[src/rtl/cpu_uart_pkg.sv]
// rtl/cpu_uart_pkg.sv - shared state encoding and UART framing constants
package cpu_uart_pkg;

    typedef enum logic [2:0] {
        IDLE   = 3'd0,
        FETCH  = 3'd1,
        START  = 3'd2,
        DATA   = 3'd3,
        PARITY = 3'd4,
        STOP   = 3'd5
    } uart_state_e;

    localparam int   UART_DATA_BITS  = 8;
    localparam logic UART_IDLE_LEVEL = 1'b1;

    function automatic logic even_parity(input logic [UART_DATA_BITS-1:0] i_byte);
        return ^i_byte;
    endfunction

endpackage

[src/rtl/uart_baud_tick.sv]
// rtl/uart_baud_tick.sv - bit-cell counter, tick on the last cycle of each cell
module uart_baud_tick #(
    parameter int CLK_DIV = 868
) (
    input  logic i_clk,
    input  logic i_rst,
    input  logic i_clear,
    output logic o_tick
);

    localparam int CW = (CLK_DIV > 1) ? $clog2(CLK_DIV) : 1;

    logic [CW-1:0] r_cnt;

    always_ff @(posedge i_clk or posedge i_rst) begin
        if (i_rst) begin
            r_cnt <= '0;
        end else if (i_clear || o_tick) begin
            r_cnt <= '0;
        end else begin
            r_cnt <= r_cnt + CW'(1);
        end
    end

    assign o_tick = (r_cnt == CW'(CLK_DIV - 1));

endmodule

[src/rtl/uart_word_tx.sv]
// rtl/uart_word_tx.sv - pops FIFO words and sends them as 8N1 UART bytes, LSB byte first
// UART_WORD_TX_PARITY_EN adds an even-parity cell after the data bits.
module uart_word_tx
    import cpu_uart_pkg::*;
#(
    parameter int D_BITS  = 32,
    parameter int CLK_DIV = 868
) (
    input  logic              clk,
    input  logic              reset,
    input  logic [D_BITS-1:0] fifo_dout,
    input  logic              fifo_empty,
    output logic              fifo_rd_en,
    output logic              tx,
    output logic              busy
);

    localparam int NBYTES = D_BITS / UART_DATA_BITS;
    localparam int BW     = (NBYTES > 1) ? $clog2(NBYTES) : 1;

    uart_state_e       r_state;
    uart_state_e       w_next;
    logic [D_BITS-1:0] r_word;
    logic [D_BITS-1:0] w_word_n;
    logic [BW-1:0]     r_byte_idx;
    logic [BW-1:0]     w_byte_idx_n;
    logic [2:0]        r_bit_idx;
    logic [2:0]        w_bit_idx_n;
    logic [7:0]        w_byte_n;
    logic              w_tick;
    logic              w_clear;
    logic              w_last_byte;
    logic              w_last_bit;
    logic              w_tx_n;
    logic              w_rd_en_n;
    logic              w_busy_n;
    logic              r_tx;
    logic              r_rd_en;
    logic              r_busy;

    assign w_last_byte = (r_byte_idx == BW'(NBYTES - 1));
    assign w_last_bit  = (r_bit_idx == 3'(UART_DATA_BITS - 1));
    // Restarting the counter on every transition keeps each cell exactly CLK_DIV cycles.
    assign w_clear     = (w_next != r_state);

    uart_baud_tick #(.CLK_DIV(CLK_DIV)) u_baud (
        .i_clk   (clk),
        .i_rst   (reset),
        .i_clear (w_clear),
        .o_tick  (w_tick)
    );

    always_ff @(posedge clk or posedge reset) begin
        if (reset) begin
            r_state <= IDLE;
        end else begin
            r_state <= w_next;
        end
    end

    always_comb begin
        w_next = r_state;
        case (r_state)
            IDLE:   if (r_rd_en) w_next = FETCH;
            FETCH:  w_next = START;
            START:  if (w_tick) w_next = DATA;
`ifdef UART_WORD_TX_PARITY_EN
            DATA:   if (w_tick && w_last_bit) w_next = PARITY;
            PARITY: if (w_tick) w_next = STOP;
`else
            DATA:   if (w_tick && w_last_bit) w_next = STOP;
`endif
            STOP:   if (w_tick) w_next = w_last_byte ? IDLE : START;
            default: w_next = IDLE;
        endcase
    end

    always_comb begin
        w_word_n     = r_word;
        w_byte_idx_n = r_byte_idx;
        w_bit_idx_n  = r_bit_idx;
        case (r_state)
            FETCH: begin
                w_word_n     = fifo_dout;
                w_byte_idx_n = '0;
            end
            START: if (w_tick) w_bit_idx_n = '0;
            DATA:  if (w_tick && !w_last_bit) w_bit_idx_n = r_bit_idx + 3'd1;
            STOP:  if (w_tick && !w_last_byte) w_byte_idx_n = r_byte_idx + BW'(1);
            default: ;
        endcase
    end

    assign w_byte_n = w_word_n[{w_byte_idx_n, 3'b000} +: UART_DATA_BITS];

    // Outputs are computed from the upcoming state so the registered line lines up with it.
    always_comb begin
        w_tx_n = UART_IDLE_LEVEL;
        case (w_next)
            START:   w_tx_n = 1'b0;
            DATA:    w_tx_n = w_byte_n[w_bit_idx_n];
            PARITY:  w_tx_n = even_parity(w_byte_n);
            default: w_tx_n = UART_IDLE_LEVEL;
        endcase
        w_rd_en_n = (w_next == IDLE) && !fifo_empty;
        w_busy_n  = (w_next != IDLE);
    end

    always_ff @(posedge clk or posedge reset) begin
        if (reset) begin
            r_tx       <= UART_IDLE_LEVEL;
            r_rd_en    <= 1'b0;
            r_busy     <= 1'b0;
            r_word     <= '0;
            r_byte_idx <= '0;
            r_bit_idx  <= '0;
        end else begin
            r_tx       <= w_tx_n;
            r_rd_en    <= w_rd_en_n;
            r_busy     <= w_busy_n;
            r_word     <= w_word_n;
            r_byte_idx <= w_byte_idx_n;
            r_bit_idx  <= w_bit_idx_n;
        end
    end

    assign tx         = r_tx;
    assign fifo_rd_en = r_rd_en;
    assign busy       = r_busy;

endmodule
[config.mk]
export PLATFORM = sky130hd
export DESIGN_NAME = uart_word_tx
export DESIGN_NICKNAME = d
export VERILOG_FILES = /design/src/rtl/cpu_uart_pkg.sv /design/src/rtl/uart_baud_tick.sv /design/src/rtl/uart_word_tx.sv
export SDC_FILE = /design/constraint.sdc
export NUM_CORES = 1
export LEC_CHECK = 0
export CORE_ASPECT_RATIO = 0.6
export CORE_MARGIN = 8
export CORE_UTILIZATION = 58
export CTS_CLUSTER_DIAMETER = 30
export DETAILED_ROUTE_END_ITERATION = 8
export PLACE_DENSITY = 0.87
export SLEW_MARGIN = 20
export SYNTH_ARGS = -nofsm -noshare
export SYNTH_HDL_FRONTEND = slang
export SYNTH_SLANG_ARGS = --single-unit
[constraint.sdc]
create_clock -name clk -period 5.3 [get_ports clk]
set_clock_uncertainty 0.15 [all_clocks]
set_input_delay 0.795 -clock clk [delete_from_list [all_inputs] [get_ports clk]]
set_output_delay 0.795 -clock clk [all_outputs]
set_load 0.05 [all_outputs]
# == Yosys cells after proc, flatten, opt, wreduce, memory -nomap -nowiden ==
# Cells that the tools add are included.
# word_totals
out_inout_bits,3
mem_bits_rw,0
word_cells,52
n_memories,0
inputBits,35
mem_bits_ro,0
ff_bits,53
latch_bits,0
# classes
reduce_logical,12
div_mod_pow,0
bitwise_logic,0
n_mux,16
order_cmp,1
mul,0
shifts,1
add_sub_neg,3
n_eq_ne,11
# op_table
cell,count
32-bit two-way mux,1
32-bit by 6-bit variable part select with 8-bit output,1
3-bit two-way mux,6
3-bit one-hot mux with 5 select lines,1
3-bit by 2-bit equality test with 1-bit output (second input constant),4
10-bit by 1-bit adder with 10-bit output (second input constant),1
10-bit equality test (second input constant),1
10-bit two-way mux,1
3-bit equality test (second input constant),3
8-bit XOR reduction,1
3-bit logical NOT,2
3-bit one-hot mux with 2 select lines,1
1-bit logical AND,4
3-bit by 4-bit less-than comparator with 1-bit output (second input constant),1
2-bit two-way mux,2
2-bit one-hot mux with 2 select lines,1
3-bit by 1-bit adder with 3-bit output (second input constant),1
1-bit binary-select mux with 3-bit select,1
3-bit by 1-bit equality test with 1-bit output (second input constant),1
1-bit logical NOT,3
3-bit inequality test,1
1-bit one-hot mux with 3 select lines,1
3-bit nonzero test,1
2-bit by 1-bit adder with 2-bit output (second input constant),1
other kinds (3),3

# == Depth between registers and ports, before layout ==
# Gate-level depths: netlist of the first run.
# logic_depth
ltp_word,9
mapped_depth,11
mapped_depth_nobuf,10

# == Modules after synthesis ==
# Synthesis of the first run repeated with hierarchy kept, for this count alone.
# hier_totals
cells_unflattened,310
area_unflattened_um2,2813.9
# modules_own_cells
mod,area_each_um2,seq_area_each_um2,cells_per_inst,instances
uart_word_tx,2244.7,1077.3,253,1
uart_baud_tick,569.3,250.2,57,1

# == Least setup slack after synthesis of the first run ==
# OpenSTA, ideal clock, no wires.
# synth_path
path_type,reg2reg
start,register r_byte_idx[1]
end,register r_tx (netlist: tx)
synth_period_minus_slack_ns,2.684
path_buffers,1
t_required_ns,5.061
path_stages_with_launch,11
path_slack_ns,2.616
setup_ns,0.089
arrival_ns,2.445
path_cell_list,dfrtp_1 -> ha_1 -> and4b_1 -> and4_2 -> a211oi_4 -> buf_6 -> mux2_2 -> o311ai_0 -> a211oi_1 -> nand2_1 -> nand3_1
# synth_between
elab_chain_cells,9
elab_cells_between_ends,17
classes_between,add/sub (1); eq/ne (4); shift (1); mux (8); reduce/logical (3)
# synth_lines
item,line,source
from (decl),uart_word_tx.sv:25,logic [BW-1:0] r_byte_idx;
from (signal assigned),uart_word_tx.sv:122,r_byte_idx <= w_byte_idx_n;
2-bit equality test,uart_word_tx.sv:41,assign w_last_byte = (r_byte_idx == BW'(NBYTES - 1));
1-bit logical NOT,uart_word_tx.sv:89,STOP: if (w_tick && !w_last_byte) w_byte_idx_n = r_byte_idx + BW'(1);
1-bit logical AND,uart_word_tx.sv:89,
2-bit two-way mux,uart_word_tx.sv:89,
2-bit one-hot mux with 2 select lines,uart_word_tx.sv:82,case (r_state)
32-bit by 6-bit variable part select with 8-bit output,uart_word_tx.sv:94,"assign w_byte_n = w_word_n[{w_byte_idx_n, 3'b000} +: UART_DATA_BITS];"
1-bit binary-select mux with 3-bit select,uart_word_tx.sv:101,DATA: w_tx_n = w_byte_n[w_bit_idx_n];
1-bit two-way mux (implied by the code),uart_word_tx.sv:101,
1-bit one-hot mux with 3 select lines *,uart_word_tx.sv:99,case (w_next)
named net w_tx_n,uart_word_tx.sv:34,logic w_tx_n;
to (signal assigned),uart_word_tx.sv:118,r_tx <= w_tx_n;
to (decl),uart_word_tx.sv:37,logic r_tx;
# The timed path passes the listed nets; every way through them passes the cells marked *. The select of a mux whose other input is x is not followed.

# == Worst setup path after layout of the first run ==
# layout_path
start,register u_baud.r_cnt[0]
end,register r_tx (netlist: tx)
# layout_between
elab_chain_cells,8
elab_cells_between_ends,21
classes_between,eq/ne (4); shift (1); mux (12); reduce/logical (4)
# layout_lines
item,line,source
from (decl),uart_baud_tick.sv:13,logic [CW-1:0] r_cnt;
from (signal assigned),uart_baud_tick.sv:21,r_cnt <= r_cnt + CW'(1);
10-bit equality test *,uart_baud_tick.sv:25,assign o_tick = (r_cnt == CW'(CLK_DIV - 1));
1-bit logical AND,uart_word_tx.sv:89,
2-bit two-way mux,uart_word_tx.sv:89,
2-bit one-hot mux with 2 select lines,uart_word_tx.sv:82,
32-bit by 6-bit variable part select with 8-bit output,uart_word_tx.sv:94,
1-bit binary-select mux with 3-bit select,uart_word_tx.sv:101,
1-bit two-way mux (implied by the code),uart_word_tx.sv:101,
1-bit one-hot mux with 3 select lines *,uart_word_tx.sv:99,
named net w_tx_n,uart_word_tx.sv:34,
# Marked as above.

==> results of run 1 <==
==> synth_stat cells, types with 4 or more instances <==
master     n  area (um2)
mux2_2    37         417
nand3_1    8        40.0
mux2i_1   13         130
nand2_1   13        48.8
nor3b_1    4        30.0
inv_1      6        22.5
dfrtp_1   52        1300
ha_1       4        50.1
a31oi_1    4        25.0
buf_2      4        20.0
nand2b_1   4        25.0
a21oi_1    6        30.0
nor2_1    19        71.3
xor2_1     6        52.6
==> power by group through the flow <==
stage | combinational [uW] | clock (uW) | sequential (uW)
3_5_place_dp | 470 | 0 | 651
2_1_floorplan | 349 | 0 | 638
5_1_grt | 519 | 263 | 662
3_3_place_gp | 455 | 0 | 641
6_report | 474 | 237 | 644
4_1_cts | 473 | 243 | 642
==> area by class of cell <==
cell class	instances	area, um2	area share [%]
clock inverter	3	21.3	0.671
multi-input combinational	159	1260	39.8
clock buffer	5	68.8	2.17
timing repair buffer	39	385	12.1
tap	63	78.8	2.49
inverter	7	27.5	0.868
sequential	53	1330	41.9
==> how the worst min path moves through the flow <==
| stage | start | to | slack, ps | cells after the start |
|---|---|---|---|---|
| final | u_baud.r_cnt[0] | u_baud.r_cnt[0] | 340 | 1 |
| after global placement | u_baud.r_cnt[0] | u_baud.r_cnt[0] | 310 | 1 |
| after global routing | u_baud.r_cnt[0] | u_baud.r_cnt[0] | 370 | 1 |
| after floorplan | u_baud.r_cnt[0] | u_baud.r_cnt[0] | 300 | 1 |
| after detailed placement | r_word[13] | r_word[13] | 330 | 1 |
| after CTS | u_baud.r_cnt[0] | u_baud.r_cnt[0] | 350 | 1 |
==> cell families after synthesis <==
kind of cell	after synthesis	synth area share [%]
AND/OR/NAND/NOR	69	14.5
buffers and inverters	18	3.23
XOR/XNOR	8	2.63
flip-flops	53	49.7
multiplexers	50	20.5
adder cells (fa/ha/maj)	4	1.88
AO/OA/AOI/OAI	28	7.55
==> per-stage QoR <==
step	util [%]	power (uW)
6_report	70.6	1350
5_1_grt	70.6	1440
3_5_place_dp	68.4	1120
3_3_place_gp	68.4	1100
4_1_cts	70.4	1360
2_1_floorplan	-	987
==> registers in the layout (all words and copies together) (netlist names) <==
| name | flops |
|---|---|
| fifo_rd_en | 1 |
| r_byte_idx | 2 |
| u_baud.r_cnt | 10 |
| r_bit_idx | 3 |
| r_state | 3 |
| tx | 1 |
| r_word | 32 |
| busy | 1 |
==> worst reg2reg max path: stages, from the launching register on <==
cell and delay [ps]:
dfrtp_1 400, ha_1 310, nor4b_4 300, a31oi_1 170, a211oi_4 870, mux2i_1 210
mux2i_1 200, o32ai_1 100, or4b_1 520, nand3_1 100
==> layer usage <==
layer | GRT usage (%) | part of all wire, % | up-vias
met5 | 0 | 0 | -
met4 | 7.44 | 2.0 | 0
met3 | 6.68 | 6.4 | 9
met2 | 25.8 | 43 | 59
met1 | 23.4 | 49 | 942
li1 | - | - | 889
==> flow_summary_export.csv, run 1 <==
group,metric,value,unit
die,start_util,59.4,%
worst_setup_path,cp_data_arrival_time,3500,ps
worst_setup_path,critPathLaunchType,"register",
worst_setup_path,crit_path_frequent_cell,"mux2i_1",
clock_network,cts_resized,0,
min_path,min-delay-path-class,"reg2reg",
worst_setup_path,r2r_setup_slack,1920,ps
timing,slew_limit_fails,0,
placed_design,placed_inst_area,3070,um2
logic_synthesis,synth_area_per_cell,11.6,um2
clock_network,cts_post_setup_buffers_inserted,0,
grt,global_route_wire_length_before_repair,9820,um
timing,period_share,63.7,%
timing,totalNegativeSetupSlack,0,ps
logic_synthesis,number_of_instances_in_the_synthesized_netlist,230,
die,overall_die_area,7100,um2
pwr,power.share.clock,17.5,%
status,run_status,"complete, no violations",
die,die_h,68.5,um
timing,fin_hold_ws,345,ps
grt,grt_overflow,0,
pwr,cellLeakagePower,0.00142,uW
timing,setup_violations,0,
placed_design,dp_hpwl,4240,um
timing,worst_tran_pin_value,1030,ps
clock_network,h-tree-depth,2,
drt,num_vias,1899,
timing,timing.fmax,0.296,GHz
drt,final_routed_wire_length_divided_by_cell_count,17.8,um
worst_setup_path,crit_slowest_cell,"a211oi_4",
worst_setup_path,cp_top_family,"compound AO/OA/AOI/OAI gates",
logic_synthesis,flip_flop_cell_with_the_highest_count_after_synthesis,"dfrtp_1",
logic_synthesis,synth_sequential_area_ratio,49.7,%
clock_network,clkTransAtPathRegs,100,ps
cells_and_area,nNetsFinal,304,
worst_setup_path,kind_of_end_point_of_the_critical_path,"register",
grt,number_of_antenna_violations_at_the_first_check_in_global_routing,0,
pwr,sequentialPowerShare,47.5,%
logic_synthesis,synth_async_sr_flop_share,100,%
worst_setup_path,cp.buffers_inverters,0,
logic_synthesis,synth_edf_count,0,
job,timing.max_cap.violations,0,
cells_and_area,final_layout_size_suffix_gt1_share,21.4,%
grt,grt_start_max_net_pins,54,
logic_synthesis,yosysWarningCount,0,
die,rows,19,
cells_and_area,n_antenna_cell,0,
clock_network,clock-sinks,53,
drt,detail_route.drc_violations,0,
worst_setup_path,reg2reg_depth,9,
timing,maxSlewHeadroom,31.3,%
die,placeableCoreArea,4490,um2
clock_network,worstSkewPairLatency,320,ps
clock_network,clock-root-buffer,"clkbuf_8",
clock_network,number_of_buffers_inserted_during_clock_tree_synthesis,5,
cells_and_area,final_common_cell,"dfrtp_1",
die,ioPinCount,38,
cells_and_area,finalNonFillerCells,329,
timing,post-route-min-period,3380,ps
cells_and_area,mostFrequentLayoutCells,"52 x dfrtp_1, 37 x mux2_2, 37 x clkdlybuf4s50_1",
logic_synthesis,synth_area,2670,um2
timing,report.final.hold_viol_count,0,
cells_and_area,postLayoutCellArea,3170,um2
die,die_width,104,um
pwr,power.share.combinational,35.0,%
logic_synthesis,synth_fp_nets,269,
drt,avgViaCountPerCell,5.77,
worst_setup_path,worstPathRequired,5420,ps
clock_network,number_of_buffers_inserted_for_hold_repair_after_clock_tree_synthesis,0,
timing,setup_slack,1920,ps
cells_and_area,area_delta_synth_final,18.8,%
drt,detailedRoute.firstIterationViolations,148,
placed_design,placement.io_buffers,37,
timing,rsz0062_at_grt,"no",
pwr,internal-power,906,uW
logic_synthesis,synth_cell_types,48,
worst_setup_path,worst_setup_path_endpoint,"tx",
clock_network,cts_buffer_depth,2,
drt,detail_route.wirelength,5840,um
pwr,peakVddDrop,0.000282,V
placed_design,place_worst_setup_slack,1960,ps
drt,drt_first_pass_iters,4,
worst_setup_path,cp-startpoint,"u_baud.r_cnt[0]",
grt,gr-usage-all-layers,17.7,%
clock_network,tritoncts_clock_tree,"done",
drt,ant_nets,0,
worst_setup_path,critical_path_cell_count,9,
logic_synthesis,postSynthRegisterBits,53,
pwr,switching_share,33.1,%
pwr,power.density,427,nW/um2
worst_setup_path,crit-reg2reg-capture,"tx",
pwr,power_switching,448,uW
worst_setup_path,worst-path-max-fanout,17,
worst_setup_path,worst_path_largest_cell_delay,870,ps
placed_design,gp_routability_congestion,0.845,
worst_setup_path,worst_setup_path_class,"reg2reg",
cells_and_area,filler_cell_count,309,
grt,first_global_vias,1932,
placed_design,dp.cells,321,
worst_setup_path,r2r_start,"u_baud.r_cnt[0]",
worst_setup_path,critical_path.cell_chain,"ha_1 -> nor4b_4 -> a31oi_1 -> a211oi_4 -> mux2i_1 -> mux2i_1 -> o32ai_1 -> or4b_1 -> nand3_1",
Power figures use the tool's default switching activity.
==> inputs of run 2 (changes only) <==
--- a/config.mk
+++ b/config.mk
@@ -7,10 +7,10 @@
 export LEC_CHECK = 0
 export CORE_ASPECT_RATIO = 0.6
 export CORE_MARGIN = 8
-export CORE_UTILIZATION = 58
+export CORE_UTILIZATION = 54
 export CTS_CLUSTER_DIAMETER = 30
 export DETAILED_ROUTE_END_ITERATION = 8
-export PLACE_DENSITY = 0.87
+export PLACE_DENSITY = 0.82
 export SLEW_MARGIN = 20
 export SYNTH_ARGS = -nofsm -noshare
 export SYNTH_HDL_FRONTEND = slang
==> constraint.sdc (replaced) <==
create_clock -name clk -period 3.35 [get_ports clk]
set_clock_uncertainty 0.15 [all_clocks]
set_input_delay 0.5025 -clock clk [delete_from_list [all_inputs] [get_ports clk]]
set_output_delay 0.5025 -clock clk [all_outputs]
set_load 0.05 [all_outputs]
==> flow_summary_export.csv, run 2 (same netlist as run 1, synthesis figures left out) <==
group,metric,value,unit
status,run_status,"complete, no violations",
clock_network,number_of_buffers_inserted_during_clock_tree_synthesis,5,
drt,drt_first_pass_iters,5,
pwr,cellLeakagePower,0.00144,uW
timing,setup_violations,0,
clock_network,cts_buffer_depth,2,
cells_and_area,top_regs,"r_word (32), u_baud.r_cnt (10)",
grt,gr-usage-all-layers,15.2,%
die,die_h,70.5,um
drt,detailedRoute.firstIterationViolations,134,
cells_and_area,max_flop_register,"r_word",
placed_design,placement.io_buffers,37,
worst_setup_path,cp_data_arrival_time,3150,ps
timing,rsz0062_at_grt,"no",
timing,post-route-min-period,3060,ps
clock_network,clock-root-buffer,"clkbuf_8",
clock_network,worstSkewPairLatency,300,ps
die,start_util,57.3,%
timing,slew_limit_fails,0,
die,overall_die_area,7520,um2
placed_design,gp_routability_congestion,0.876,
cells_and_area,postLayoutCoreUtil,68.9,%
timing,totalNegativeSetupSlack,0,ps
cells_and_area,mostFrequentLayoutCells,"52 x dfrtp_1, 37 x mux2_2, 37 x clkdlybuf4s50_1",
worst_setup_path,worst-path-max-fanout,11,
clock_network,number_of_buffers_inserted_for_hold_repair_after_clock_tree_synthesis,0,
cells_and_area,n_antenna_cell,0,
cells_and_area,nNetsFinal,307,
grt,grt_start_max_net_pins,33,
placed_design,dp_hpwl,4180,um
clock_network,clkTransAtPathRegs,90,ps
clock_network,cts_post_setup_buffers_inserted,0,
drt,avgViaCountPerCell,5.62,
pwr,power.density,678,nW/um2
die,placeableCoreArea,4660,um2
grt,grt_overflow,0,
timing,timing.fmax,0.327,GHz
clock_network,clock-sinks,53,
grt,first_global_vias,1866,
timing,worst_tran_pin_value,751,ps
clock_network,h-tree-depth,2,
timing,period_share,91.4,%
drt,detail_route.drc_violations,0,
grt,global_route_wire_length_before_repair,9360,um
die,die_width,107,um
job,timing.max_cap.violations,0,
cells_and_area,largest_register_ffs,32,
timing,maxSlewHeadroom,49.9,%
clock_network,cts_resized,0,
cells_and_area,final_common_cell,"dfrtp_1",
grt,number_of_antenna_violations_at_the_first_check_in_global_routing,0,
cells_and_area,final_layout_size_suffix_gt1_share,21.9,%
cells_and_area,filler_cell_count,348,
worst_setup_path,critPathLaunchType,"register",
drt,detail_route.wirelength,5480,um
worst_setup_path,worst_setup_path_class,"reg2reg",
worst_setup_path,worstPathRequired,3440,ps
placed_design,placed_inst_area,3100,um2
worst_setup_path,kind_of_end_point_of_the_critical_path,"register",
cells_and_area,area_delta_synth_final,20.3,%
die,rows,19,
drt,num_vias,1867,
die,ioPinCount,38,
pwr,peakVddDrop,0.000371,V
min_path,min-delay-path-class,"reg2reg",
timing,report.final.hold_viol_count,0,
clock_network,tritoncts_clock_tree,"done",
cells_and_area,postLayoutCellArea,3210,um2
drt,final_routed_wire_length_divided_by_cell_count,16.5,um
drt,ant_nets,0,
run 2: critical path: stages, from the launching register on:
cell      delay, ps
dfrtp_1         390
ha_1            310
nor4b_4         300
a31oi_1         170
a211oi_4        600
mux2i_1         180
mux2i_1         180
o32ai_1          90
or4b_1          520
nand3_1         100
run 2: routing by layer:
metal | vias up | global-route usage (%) | share of wire (%)
met5 | - | 0 | 0
met4 | 0 | 3.26 | 0.73
met3 | 4 | 4.95 | 6.7
met2 | 61 | 20.7 | 41
met1 | 907 | 22.5 | 52
li1 | 895 | - | -
run 2: area by class of cell:
cell class | count | area [um2] | area share, %
Sequential cell | 53 | 1330 | 41.3
Timing Repair Buffer | 42 | 408 | 12.7
Clock buffer | 6 | 72.6 | 2.26
Multi-Input combinational cell | 159 | 1260 | 39.3
Inverter | 7 | 26.3 | 0.818
Tap cell | 63 | 78.8 | 2.46
Clock inverter | 2 | 35.0 | 1.09
run 2: where the power goes:
group / leakage [uW] / switching, uW / internal, uW / total (uW)
Sequential: 0.000651 / 120 / 894 / 1010
Clock: 0.0000552 / 194 / 222 / 416
Combinational: 0.000733 / 357 / 390 / 747
run 2: final timing paths:
path | from | slack, ps | depth (start not counted) | endpoint
max | u_baud.r_cnt[0] | 290 | 9 | tx
min | u_baud.r_cnt[0] | 340 | 1 | u_baud.r_cnt[0]
max reg2reg | u_baud.r_cnt[0] | 290 | 9 | tx
min reg2reg | u_baud.r_cnt[0] | 340 | 1 | u_baud.r_cnt[0]
max in group asynchronous | reset | 2000 | 3 | tx
min in group asynchronous | reset | 380 | 2 | r_word[10]
run 2: stage by stage:
stage               power [uW]  setup WS (ps)  hold WS [ps]  std cells
global route              2320           58.4           353        332
detailed placement        1770            355           325        324
floorplan                 1560            666           297        230
CTS                       2190            338           336        332
finish                    2180            289           339        332
global placement          1750            473           307        324
